## src/rtl/clk_rst_manager.sv

```systemverilog
// Clock/reset housekeeping: PLL lock synchroniser, lock-qualified stretched
// system reset, NUM_CH programmable tick/square-wave dividers and a heartbeat.
module clk_rst_manager #(
    parameter int unsigned NUM_CH       = 2,
    parameter int unsigned DIV_WIDTH    = 16,
    parameter int unsigned RESET_CYCLES = 65536,
    parameter int unsigned HB_BIT       = 23,
    parameter int unsigned USE_LOCK     = 1
) (
    input  logic                        clk_in,
    input  logic                        reset_in,
    input  logic                        lock_in,
    input  logic                        clear_in,
    input  logic [NUM_CH*DIV_WIDTH-1:0] div_in,
    output logic                        reset_out,
    output logic                        running_out,
    output logic                        lock_lost_out,
    output logic [7:0]                  lock_loss_cnt_out,
    output logic [NUM_CH-1:0]           tick_out,
    output logic [NUM_CH-1:0]           sq_out,
    output logic                        hb_out
);

    localparam int unsigned SCW = $clog2(RESET_CYCLES);
    localparam int unsigned HBW = HB_BIT + 1;
    localparam logic [SCW-1:0] STRETCH_LAST = SCW'(RESET_CYCLES - 1);

    localparam logic [1:0] StHold    = 2'd0;
    localparam logic [1:0] StStretch = 2'd1;
    localparam logic [1:0] StRun     = 2'd2;

    logic [1:0]           lock_sync_q;
    logic                 lock_s;
    logic [1:0]           state_q, state_d;
    logic [SCW-1:0]       scnt_q, scnt_d;
    logic                 loss;
    logic                 reset_q, running_q;
    logic                 lost_q, lost_d;
    logic [7:0]           lcnt_q, lcnt_d;
    logic [HBW-1:0]       hb_q;
    logic [DIV_WIDTH-1:0] cnt_q [NUM_CH];
    logic [DIV_WIDTH-1:0] cnt_d [NUM_CH];
    logic [DIV_WIDTH-1:0] act_q [NUM_CH];
    logic [DIV_WIDTH-1:0] act_d [NUM_CH];
    logic [NUM_CH-1:0]    tick_q, tick_d;
    logic [NUM_CH-1:0]    sq_q, sq_d;

    // Lock is forced high when the PLL lock is not to be trusted
    assign lock_s = (USE_LOCK != 0) ? lock_sync_q[1] : 1'b1;

    // FSM next state, stretch counter and lock-loss bookkeeping
    always_comb begin
        state_d = state_q;
        scnt_d  = scnt_q;
        loss    = 1'b0;
        unique case (state_q)
            StHold: begin
                if (lock_s) begin
                    state_d = StStretch;
                    scnt_d  = '0;
                end
            end
            StStretch: begin
                if (!lock_s) begin
                    state_d = StHold;
                    scnt_d  = '0;
                end else if (scnt_q == STRETCH_LAST) begin
                    state_d = StRun;
                    scnt_d  = '0;
                end else begin
                    scnt_d = scnt_q + SCW'(1);
                end
            end
            StRun: begin
                if (!lock_s) begin
                    state_d = StHold;
                    loss    = 1'b1;
                end
            end
            default: begin
                state_d = StHold;
                scnt_d  = '0;
            end
        endcase

        // A loss in the same cycle as clear_in wins over the clear
        lost_d = clear_in ? 1'b0 : lost_q;
        lcnt_d = clear_in ? 8'd0 : lcnt_q;
        if (loss) begin
            lost_d = 1'b1;
            if (lcnt_d != 8'hff) begin
                lcnt_d = lcnt_d + 8'd1;
            end
        end
    end

    // Divider channels; divisor reloads only at a period boundary or while disabled
    always_comb begin
        cnt_d  = cnt_q;
        act_d  = act_q;
        tick_d = '0;
        sq_d   = sq_q;
        for (int unsigned k = 0; k < NUM_CH; k++) begin
            if (state_d != StRun) begin
                cnt_d[k] = '0;
                sq_d[k]  = 1'b0;
            end else if (state_q != StRun) begin
                cnt_d[k] = '0;
                act_d[k] = div_in[k*DIV_WIDTH +: DIV_WIDTH];
                sq_d[k]  = 1'b0;
            end else if (act_q[k] == '0) begin
                cnt_d[k] = '0;
                act_d[k] = div_in[k*DIV_WIDTH +: DIV_WIDTH];
                sq_d[k]  = 1'b0;
            end else if (cnt_q[k] == act_q[k] - DIV_WIDTH'(1)) begin
                cnt_d[k]  = '0;
                act_d[k]  = div_in[k*DIV_WIDTH +: DIV_WIDTH];
                tick_d[k] = 1'b1;
                sq_d[k]   = ~sq_q[k];
            end else begin
                cnt_d[k] = cnt_q[k] + DIV_WIDTH'(1);
            end
        end
    end

    // All state, cleared asynchronously by reset_in
    always_ff @(posedge clk_in or posedge reset_in) begin
        if (reset_in) begin
            lock_sync_q <= '0;
            state_q     <= StHold;
            scnt_q      <= '0;
            reset_q     <= 1'b1;
            running_q   <= 1'b0;
            lost_q      <= 1'b0;
            lcnt_q      <= '0;
            hb_q        <= '0;
            tick_q      <= '0;
            sq_q        <= '0;
            for (int unsigned k = 0; k < NUM_CH; k++) begin
                cnt_q[k] <= '0;
                act_q[k] <= '0;
            end
        end else begin
            lock_sync_q <= {lock_sync_q[0], lock_in};
            state_q     <= state_d;
            scnt_q      <= scnt_d;
            reset_q     <= (state_d != StRun);
            running_q   <= (state_d == StRun);
            lost_q      <= lost_d;
            lcnt_q      <= lcnt_d;
            hb_q        <= hb_q + HBW'(1);
            tick_q      <= tick_d;
            sq_q        <= sq_d;
            cnt_q       <= cnt_d;
            act_q       <= act_d;
        end
    end

    assign reset_out         = reset_q;
    assign running_out       = running_q;
    assign lock_lost_out     = lost_q;
    assign lock_loss_cnt_out = lcnt_q;
    assign tick_out          = tick_q;
    assign sq_out            = sq_q;
    assign hb_out            = hb_q[HB_BIT];

endmodule

```

## config.mk

```make
export PLATFORM = sky130hd
export DESIGN_NAME = clk_rst_manager
export DESIGN_NICKNAME = d
export VERILOG_FILES = /design/src/rtl/clk_rst_manager.sv
export SDC_FILE = /design/constraint.sdc
export NUM_CORES = 1
export LEC_CHECK = 0
export BUFFER_PORTS_ARGS = -buffer_cell sky130_fd_sc_hd__buf_2
export CORE_MARGIN = 2
export CORE_UTILIZATION = 35
export DETAILED_ROUTE_END_ITERATION = 7
export PLACE_DENSITY = 0.6
export SLEW_MARGIN = 30
export SYNTH_ARGS = -nofsm -noshare
export SYNTH_HDL_FRONTEND = slang
export SYNTH_SLANG_ARGS = --single-unit
```

## constraint.sdc

```tcl
create_clock -name clk_in -period 7.3 [get_ports clk_in]
set_input_delay 1.46 -clock clk_in [delete_from_list [all_inputs] [get_ports clk_in]]
set_output_delay 1.46 -clock clk_in [all_outputs]
set_load 0.01 [all_outputs]
```

==> impl_metrics.env, run 1 <==
export IMPL_synth_main_ff_cell="dfrtp_1"
export IMPL_syn_nets=684
export IMPL_place_hpwl_um=9620
export IMPL_p_sw_uw=345
export IMPL_drt_vias_per_instance=5.07
export IMPL_clock_sinks=123
export IMPL_ir_drop_uv=162
export IMPL_p_int_mw=1.18
export IMPL_grt_pass1_wl_um=23800
export IMPL_ant_nets=0
export IMPL_postCtsResizedCells=0
export IMPL_hold_path_class="reg2reg"
export IMPL_tightest_slew_ps=878
export IMPL_first_iter_violations=241
export IMPL_portBuffers=51
export IMPL_drive_gt1_share_pct=16.9
export IMPL_power_density_mw_per_mm2=204
export IMPL_dieHeight_um=140
export IMPL_power_frac_seq_pct=45.0
export IMPL_die_area_sq_mm=0.0195
export IMPL_hold_viol=0
export IMPL_route_detailed_drc=0
export IMPL_crit_path_start_kind="flip-flop"
export IMPL_fin_hold_ws_ps=358
export IMPL_crit_type="reg2reg"
export IMPL_slew_violations=0
export IMPL_io_pins=52
export IMPL_fin_crit_sh_pct=52.6
export IMPL_setup_viol=0
export IMPL_status="complete, no violations"
export IMPL_path_cells="inv_1, ha_1, or4b_2, nor4_1, xnor2_1, o2111ai_1, or4_1, a21oi_2, mux2_2"
export IMPL_cp_slowest_cell="a21oi_2"
export IMPL_path_delay_family="simple AND/OR/NAND/NOR gates"
export IMPL_die_x_um=140
export IMPL_r2r_cells=9
export IMPL_cts_setup_buffers=0
export IMPL_async_flop_share_pct=100
export IMPL_seq_area_frac_synth_pct=47.8
export IMPL_timing_setup_tns_ps=0
export IMPL_cap_violations=0
export IMPL_yosysTopAreaCell="dfrtp_1"
export IMPL_drt_pass1_iter_count=4
export IMPL_yosys_warnings=0
export IMPL_leakage_nw=3.36
export IMPL_fill_cells=1765
export IMPL_synth_edf_count=0
export IMPL_cp_max_fo=16
export IMPL_synth_top_area_share_pct=47.4
export IMPL_synth_area_leaders="dfrtp_1, xnor2_1, xor2_1"
export IMPL_place_congestion=0.852
export IMPL_syn_area_sq_mm=0.00644
export IMPL_synth_seq_cells=123
export IMPL_synthCells=641
export IMPL_nNetsFinal=733
export IMPL_rsz0062_at_grt="false"
export IMPL_crit_cells=9
export IMPL_yosysUniqueCellTypes=58
export IMPL_cts_root_buf="clkbuf_16"
export IMPL_worstSkewPairLatency_ps=420
export IMPL_crit_required_ps=7610
export IMPL_cpPeakStageDelay_ps=720
export IMPL_core_sq_mm=0.0180
export IMPL_grt_max_degree=74
export IMPL_via_count=4729
export IMPL_end_kind="flip-flop"
export IMPL_avgSynthCellArea_sq_um=10.0
export IMPL_min_path_cells=0
export IMPL_cts_htree_levels=4
export IMPL_finClkSkew_ps=8.32
export IMPL_comb_power_share_pct=2.1
export IMPL_grt_overflow=0
export IMPL_fin_cells=932
export IMPL_clk_pin_slew_ps=50
export IMPL_clkPwrFrac_pct=52.9
export IMPL_gr_usage_all_layers_pct=15.2
export IMPL_wire_per_inst_um=14.5
export IMPL_first_global_vias=4739
export IMPL_cts_inserted_buffers=17
export IMPL_n_antenna_cell=0
export IMPL_wl_um=13500
export IMPL_cts_tree="done"
export IMPL_antenna_found_initial=0
export IMPL_rows=49
export IMPL_slew_headroom_pct=41.0
export IMPL_final_util_pct=41.5
export IMPL_worstPathArrival_ps=4150
export IMPL_timing_fmax_mhz=260
export IMPL_period_minus_slack_ps=3840
export IMPL_cts_hold_repair_buffers=0
export IMPL_critical_path_buf_inv_count=1
export IMPL_place_inst=900
export IMPL_area_growth_pct=16.0
export IMPL_start_util_pct=35.7
export IMPL_clock_path_buffers=2
export IMPL_switching_share_pct=22.6
==> Yosys cell counts (4+ instances only) <==
master,number
clkbuf_1,20
nor3_1,13
o22ai_1,6
nor2_1,80
o21ai_0,16
ha_1,7
or3_1,6
nor2b_1,7
inv_1,22
mux2_2,13
a21oi_1,6
a22o_1,11
o31ai_1,4
nor4_1,6
dfrtp_1,122
and3_1,16
nand2b_1,8
or4_1,6
nand2_1,42
mux2_4,10
xnor2_1,68
nand3_1,42
a31oi_1,5
nand4_1,21
xor2_1,39
==> cell type report <==
cell class | count | area [sq um] | area share [%]
repair buffers | 52 | 263 | 3.52
multi-input cells | 474 | 3180 | 42.6
inverters | 22 | 87.6 | 1.17
well taps | 229 | 287 | 3.83
clock buffers | 19 | 453 | 6.06
flip-flops and latches | 123 | 3080 | 41.2
clock inverters | 13 | 119 | 1.59
==> stage by stage <==
stage | cell area, sq um | setup WS (ps) | power (mW)
3_5_place_dp | 6900 | 3490 | 0.732
4_1_cts | 7470 | 3460 | 1.54
3_3_place_gp | 6900 | 3540 | 0.732
2_1_floorplan | 6440 | 2570 | 0.714
5_1_grt | 7470 | 3190 | 1.58
6_report | 7470 | 3460 | 1.52
==> logic make-up (layout without fill, tap and decap cells) <==
family / after synthesis / count (layout) / synth area share [%]
compound gates: 71 / 71 / 7.98
xor+xnor: 107 / 107 / 14.5
mux: 25 / 25 / 4.91
flops: 123 / 123 / 47.8
fa+ha+maj: 7 / 7 / 1.36
buf+inv: 44 / 106 / 2.76
simple gates: 264 / 264 / 20.6
==> flip-flops by register name (all words and copies together), names as in the netlist, 2 cells and up <==
signal,cells
act_q,32
cnt_q,32
hb_q,24
lock_loss_cnt_out,8
lock_sync_q,2
scnt_q,16
sq_out,2
state_q,2
tick_out,2
==> power by group through the flow <==
stage	clock network, mW	logic [mW]	registers, mW
2_1_floorplan	0	0.0168	0.697
3_3_place_gp	0	0.0336	0.698
3_5_place_dp	0	0.0334	0.698
4_1_cts	0.825	0.0335	0.686
5_1_grt	0.860	0.0376	0.686
6_report	0.807	0.0318	0.686
==> final timing paths <==
path / start / endpoint / slack [ps]
max reg2reg: act_q[16]$_DFFE_PP0P_ / act_q[16]$_DFFE_PP0P_ / 3460
max in group asynchronous: reset_in / act_q[0]$_DFFE_PP0P_ / 5060
min reg2reg: lock_sync_q[0]$_DFF_PP0_ / lock_sync_q[1]$_DFF_PP0_ / 360
min: lock_sync_q[0]$_DFF_PP0_ / lock_sync_q[1]$_DFF_PP0_ / 360
max: act_q[16]$_DFFE_PP0P_ / act_q[16]$_DFFE_PP0P_ / 3460
min in group asynchronous: reset_in / lock_sync_q[0]$_DFF_PP0_ / 1150
==> cell usage in the layout, fill, tap and decap left out, types with 8 or more instances in the layout <==
master     instances
a22o_1            11
and3_1            16
buf_2             51
clkbuf_16         17
dfrtp_1          122
inv_1             21
mux2_2            13
mux2_4            10
nand2_1           42
nand2b_1           8
nand3_1           42
nand4_1           21
nor2_1            80
nor3_1            13
o21ai_0           16
xnor2_1           68
xor2_1            39
==> metal layers <==
| metal | vias up | routed length (um) | GRT usage, % |
|---|---|---|---|
| met5 | - | 0 | 0 |
| met4 | 0 | 149 | 5.74 |
| met3 | 14 | 579 | 4.65 |
| met2 | 69 | 5830 | 21.3 |
| met1 | 2299 | 6970 | 21.9 |
| li1 | 2347 | - | - |
No activity file was read; power rests on OpenSTA's default activity.
==> inputs of run 2 (changes only) <==
--- a/config.mk
+++ b/config.mk
@@ -9,7 +9,7 @@
 export CORE_MARGIN = 2
 export CORE_UTILIZATION = 35
 export DETAILED_ROUTE_END_ITERATION = 7
-export PLACE_DENSITY = 0.6
+export PLACE_DENSITY = 0.62
 export SLEW_MARGIN = 30
 export SYNTH_ARGS = -nofsm -noshare
 export SYNTH_HDL_FRONTEND = slang
==> constraint.sdc (replaced) <==
create_clock -name clk_in -period 3.1 [get_ports clk_in]
set_input_delay 0.62 -clock clk_in [delete_from_list [all_inputs] [get_ports clk_in]]
set_output_delay 0.62 -clock clk_in [all_outputs]
set_load 0.01 [all_outputs]
==> run 2 against run 1 <==
Effect of this change:
- the run now ends with setup timing left
- combinational power grew to 2.6 times the previous value
- fmax is 19% higher
- utilization up 3.0 points
- critical path depth fell by 1
- sequential power rose by 140%
- largest power group unchanged
- largest cell class unchanged
- global-route usage shrank 0.56 points
- first-iteration DRC count is 15% higher
==> impl_metrics.env, run 2 (synthesized netlist as in run 1, its figures left out) <==
export IMPL_final_cell_mix="dfrtp_1, nor2_1, xnor2_1"
export IMPL_dieHeight_um=140
export IMPL_timing_setup_tns_ps=-1920
export IMPL_end_kind="flip-flop"
export IMPL_timing_fmax_mhz=309
export IMPL_tightest_slew_ps=729
export IMPL_via_count=4897
export IMPL_crit_type="reg2reg"
export IMPL_cpPeakStageDelay_ps=540
export IMPL_switching_share_pct=21.7
export IMPL_place_hpwl_um=9910
export IMPL_finClkSkew_ps=9.05
export IMPL_fin_area_sq_mm=0.00801
export IMPL_comb_power_share_pct=2.2
export IMPL_layout_commonest_cell="dfrtp_1"
export IMPL_dpl_cell_area_sq_mm=0.00730
export IMPL_cp_slowest_cell="or4_4"
export IMPL_cts_hold_repair_buffers=0
export IMPL_period_minus_slack_ps=3240
export IMPL_drive_gt1_share_pct=22.8
export IMPL_clk_pin_slew_ps=60
export IMPL_rows=49
export IMPL_core_sq_mm=0.0180
export IMPL_rsz0062_at_grt="true"
export IMPL_power_frac_seq_pct=43.3
export IMPL_cts_htree_levels=4
export IMPL_hold_path_class="in2async"
export IMPL_clock_path_buffers=2
export IMPL_ir_drop_uv=380
export IMPL_antenna_found_initial=0
export IMPL_cp_max_fo=7
export IMPL_slew_violations=0
export IMPL_leakage_nw=3.68
export IMPL_crit_path_start_kind="flip-flop"
export IMPL_clkPwrFrac_pct=54.5
export IMPL_final_util_pct=44.4
export IMPL_route_detailed_drc=0
export IMPL_worstPathArrival_ps=3540
export IMPL_first_global_vias=4822
export IMPL_path_cells="or4_4, or4_4, or3_1, a2111o_1, a2111o_1, a21oi_4, buf_6, mux2_2"
export IMPL_start_util_pct=35.7
export IMPL_place_congestion=0.842
export IMPL_crit_required_ps=3400
export IMPL_worstSkewPairLatency_ps=420
export IMPL_portBuffers=51
export IMPL_grt_pass1_wl_um=23300
export IMPL_power_density_mw_per_mm2=466
export IMPL_drt_vias_per_instance=5.01
export IMPL_ant_nets=0
export IMPL_fin_hold_ws_ps=313
export IMPL_cts_tree="done"
export IMPL_wire_per_inst_um=14.2
export IMPL_setup_viol=16
export IMPL_fin_crit_sh_pct=104
export IMPL_nNetsFinal=779
export IMPL_first_iter_violations=277
export IMPL_gr_usage_all_layers_pct=14.6
export IMPL_cap_violations=0
export IMPL_cts_inserted_buffers=17
export IMPL_worst_slack_ps=-137
export IMPL_hold_viol=0
export IMPL_cts_setup_buffers=0
export IMPL_slew_headroom_pct=51.2
export IMPL_violations="setup timing"
export IMPL_die_x_um=140
export IMPL_p_int_mw=2.92
export IMPL_path_delay_family="simple AND/OR/NAND/NOR gates"
export IMPL_io_pins=52
export IMPL_cts_root_buf="clkbuf_16"
export IMPL_area_growth_pct=24.3
export IMPL_wl_um=13900
export IMPL_grt_overflow=0
export IMPL_power_mw=3.73
export IMPL_critical_path_buf_inv_count=1
export IMPL_clock_sinks=123
export IMPL_p_sw_uw=810
export IMPL_grt_max_degree=50
export IMPL_n_antenna_cell=0
export IMPL_die_area_sq_mm=0.0195
export IMPL_top_regs="act_q: 32 flops, cnt_q: 32 flops, hb_q: 24 flops"
export IMPL_status="finished, violations left"
export IMPL_drt_pass1_iter_count=6
[run 2: what timing repair did]
| item | in CTS | in global routing |
|---|---|---|
| setup endpoints to repair | 34 | 59 |
| endpoints found under the hold margin | 0 | 0 |
| gates cloned | 0 | 1 |
| gates resized for setup | 6 | 7 |
[run 2: cell type report]
| type | instances | area (sq um) |
|---|---|---|
| repair buffers | 98 | 683 |
| fillers | 1710 | 10000 |
| inverters | 22 | 86.3 |
| multi-input cells | 474 | 3260 |
| well taps | 229 | 287 |
| clock inverters | 14 | 170 |
| clock buffers | 18 | 439 |
| flip-flops and latches | 123 | 3080 |
[run 2: power by group through the flow]
stage	clock network (mW)	logic, mW	registers, mW
after global placement	0	0.0856	1.64
after CTS	2.08	0.0856	1.62
after floorplan	0	0.0398	1.64
final	2.04	0.0821	1.62
after global routing	2.16	0.0942	1.62
after detailed placement	0	0.0855	1.64
[run 2: worst paths after layout]
kind / startpoint / endpoint / slack [ps] / cells after the start
min in group clk_in: lock_in / lock_sync_q[0]$_DFF_PP0_ / 320 / 1
setup / recovery: act_q[11]$_DFFE_PP0P_ / act_q[14]$_DFFE_PP0P_ / -140 / 8
max in group asynchronous: reset_in / reset_out$_DFF_PP1_ / 2050 / 3
hold reg to reg: lock_sync_q[0]$_DFF_PP0_ / lock_sync_q[1]$_DFF_PP0_ / 350 / 0
hold / removal: reset_in / hb_q[23]$_DFF_PP0_ / 310 / 2
setup reg to reg: act_q[11]$_DFFE_PP0P_ / act_q[14]$_DFFE_PP0P_ / -140 / 8
[run 2: routing by layer]
metal | GRT usage (%) | vias to the layer above | wire, um
met4 | 4.63 | 0 | 193
met5 | 0 | - | 0
met1 | 20.4 | 2366 | 6990
met3 | 3.89 | 19 | 470
li1 | - | 2432 | -
met2 | 22.3 | 80 | 6200
[run 2: metrics by stage]
step | std cells | setup WS, ps
after global routing | 978 | -235
after global placement | 945 | -127
after floorplan | 641 | -224
after detailed placement | 945 | -146
after CTS | 977 | -137
final | 978 | -137
==> inputs of run 3 (changes only) <==
--- a/config.mk
+++ b/config.mk
@@ -9,6 +9,7 @@
 export CORE_MARGIN = 2
 export CORE_UTILIZATION = 35
 export DETAILED_ROUTE_END_ITERATION = 7
+export MAX_ROUTING_LAYER = met4
 export PLACE_DENSITY = 0.62
 export SLEW_MARGIN = 30
 export SYNTH_ARGS = -nofsm -noshare
==> run 3 against run 2 <==
Effect of this change:
- clock-buffer cell count is the same
- flip-flop and latch count is the same
- utilization is the same
- the flow still finishes with violations (setup timing)
- non-clock buffer count is the same
- cell count is the same
- register-to-register slack is essentially flat
- wire length shrank 0.14%
- critical path depth is the same
- sequential share of layout area is the same
- clock power is essentially flat
- clock skew grew 0.97 ps
==> impl_metrics.env, run 3 (synthesized netlist as in run 1, its figures left out) <==
export IMPL_ant_nets=0
export IMPL_crit_type="reg2reg"
export IMPL_clock_path_buffers=2
export IMPL_crit_required_ps=3400
export IMPL_cts_htree_levels=4
export IMPL_period_minus_slack_ps=3240
export IMPL_portBuffers=51
export IMPL_cts_setup_buffers=0
export IMPL_tightest_slew_ps=733
export IMPL_reg2reg_from="act_q[11]$_DFFE_PP0P_"
export IMPL_slew_headroom_pct=51.0
export IMPL_die_area_sq_mm=0.0195
export IMPL_clk_pin_slew_ps=60
export IMPL_ir_drop_uv=375
export IMPL_grtUsageMet2_pct=22.2
export IMPL_fin_area_sq_mm=0.00801
export IMPL_finClkSkew_ps=10.0
export IMPL_first_global_vias=4815
export IMPL_preCtsSetupSlack_ps=-146
export IMPL_top_regs="act_q: 32 flops, cnt_q: 32 flops, hb_q: 24 flops"
export IMPL_core_sq_mm=0.0180
export IMPL_cap_violations=0
export IMPL_grt_use_met1_pct=20.5
export IMPL_end_kind="flip-flop"
export IMPL_cp_max_fo=7
export IMPL_fin_crit_sh_pct=104
export IMPL_clock_sinks=123
export IMPL_n_antenna_cell=0
export IMPL_leakage_nw=3.68
export IMPL_drt_vias_per_instance=4.98
export IMPL_io_pins=52
export IMPL_die_x_um=140
export IMPL_layout_commonest_cell="dfrtp_1"
export IMPL_cts_tree="done"
export IMPL_cts_root_buf="clkbuf_16"
export IMPL_rows=49
export IMPL_via_count=4871
export IMPL_nNetsFinal=779
export IMPL_final_util_pct=44.4
export IMPL_dieHeight_um=140
export IMPL_wire_per_inst_um=14.1
export IMPL_first_iter_violations=248
export IMPL_fin_hold_ws_ps=317
export IMPL_wl_um=13800
export IMPL_power_density_mw_per_mm2=466
export IMPL_setup_worst_path_start="act_q[11]$_DFFE_PP0P_"
export IMPL_antenna_found_initial=0
export IMPL_timing_fmax_mhz=309
export IMPL_use_met3_pct=3.85
export IMPL_drive_gt1_share_pct=22.8
export IMPL_violations="setup timing"
export IMPL_timing_setup_tns_ps=-1910
export IMPL_crit_path_start_kind="flip-flop"
export IMPL_path_cells="or4_4, or4_4, or3_1, a2111o_1, a2111o_1, a21oi_4, buf_6, mux2_2"
export IMPL_route_detailed_drc=0
export IMPL_worstSkewPairLatency_ps=420
export IMPL_setup_viol=16
export IMPL_cts_inserted_buffers=17
export IMPL_dpl_cell_area_sq_mm=0.00730
export IMPL_grt_overflow=0
export IMPL_worstPathArrival_ps=3530
export IMPL_status="finished, violations left"
export IMPL_place_congestion=0.855
export IMPL_grt_pass1_wl_um=23300
export IMPL_grt_max_degree=50
export IMPL_final_cell_mix="dfrtp_1, nor2_1, xnor2_1"
export IMPL_worst_slack_ps=-137
export IMPL_area_growth_pct=24.3
export IMPL_hold_path_class="in2async"
export IMPL_start_util_pct=35.7
export IMPL_gr_usage_all_layers_pct=15.1
export IMPL_rsz0062_at_grt="true"
export IMPL_place_hpwl_um=9910
export IMPL_drt_pass1_iter_count=6
export IMPL_cts_hold_repair_buffers=0
export IMPL_cp_slowest_cell="or4_4"
export IMPL_hold_viol=0
export IMPL_slew_violations=0
export IMPL_cpPeakStageDelay_ps=540
export IMPL_gr_max_usage_layer="met2"
## run 3: cell counts in the layout (fill, tap and decap cells not counted)
No cell type changed its count.
## run 3: critical path, delay by kind of cell, from the launching register on
family          cells  cell delay (ps)
mux                 1              330
flops               1              380
buf+inv             1              170
simple gates        3             1340
compound gates      3              900
## run 3: layer usage
metal  vias to the layer above  routed length, um
li1                       2434                  -
met5                         -                  0
met2                        71               6310
met4                         0                149
met3                        14                429
met1                      2352               6940
## run 3: metrics by stage
stage          total power [mW]  instances
6_report                   3.73        978
4_1_cts                    3.78        977
3_3_place_gp               1.73        945
5_1_grt                    3.87        978
2_1_floorplan              1.68        641
3_5_place_dp               1.73        945
## run 3: layout make-up
| cell class | count | area [sq um] |
|---|---|---|
| clock buffers | 18 | 439 |
| clock inverters | 14 | 170 |
| fillers | 1710 | 10000 |
| inverters | 22 | 86.3 |
| multi-input cells | 474 | 3260 |
| flip-flops and latches | 123 | 3080 |
| well taps | 229 | 287 |
| repair buffers | 98 | 683 |
## run 3: final timing paths
kind,to,slack (ps),cells after the start
max in group asynchronous,reset_out$_DFF_PP1_,2040,3
hold reg to reg,lock_sync_q[1]$_DFF_PP0_,350,0
setup reg to reg,act_q[14]$_DFFE_PP0P_,-140,8
setup / recovery,act_q[14]$_DFFE_PP0P_,-140,8
min in group clk_in,lock_sync_q[0]$_DFF_PP0_,320,1
hold / removal,hb_q[23]$_DFF_PP0_,320,2
## run 3: what timing repair did
item | in CTS | in global routing
hold endpoints to repair | 0 | 0
resized for setup | 6 | 7
endpoints found under the setup margin | 34 | 59
cloned | 0 | 1
## run 3: power by group
part / total (mW) / switching, mW / internal, mW
logic: 0.0818 / 0.0547 / 0.0271
registers: 1.62 / 0.00480 / 1.61
clock network: 2.03 / 0.748 / 1.29
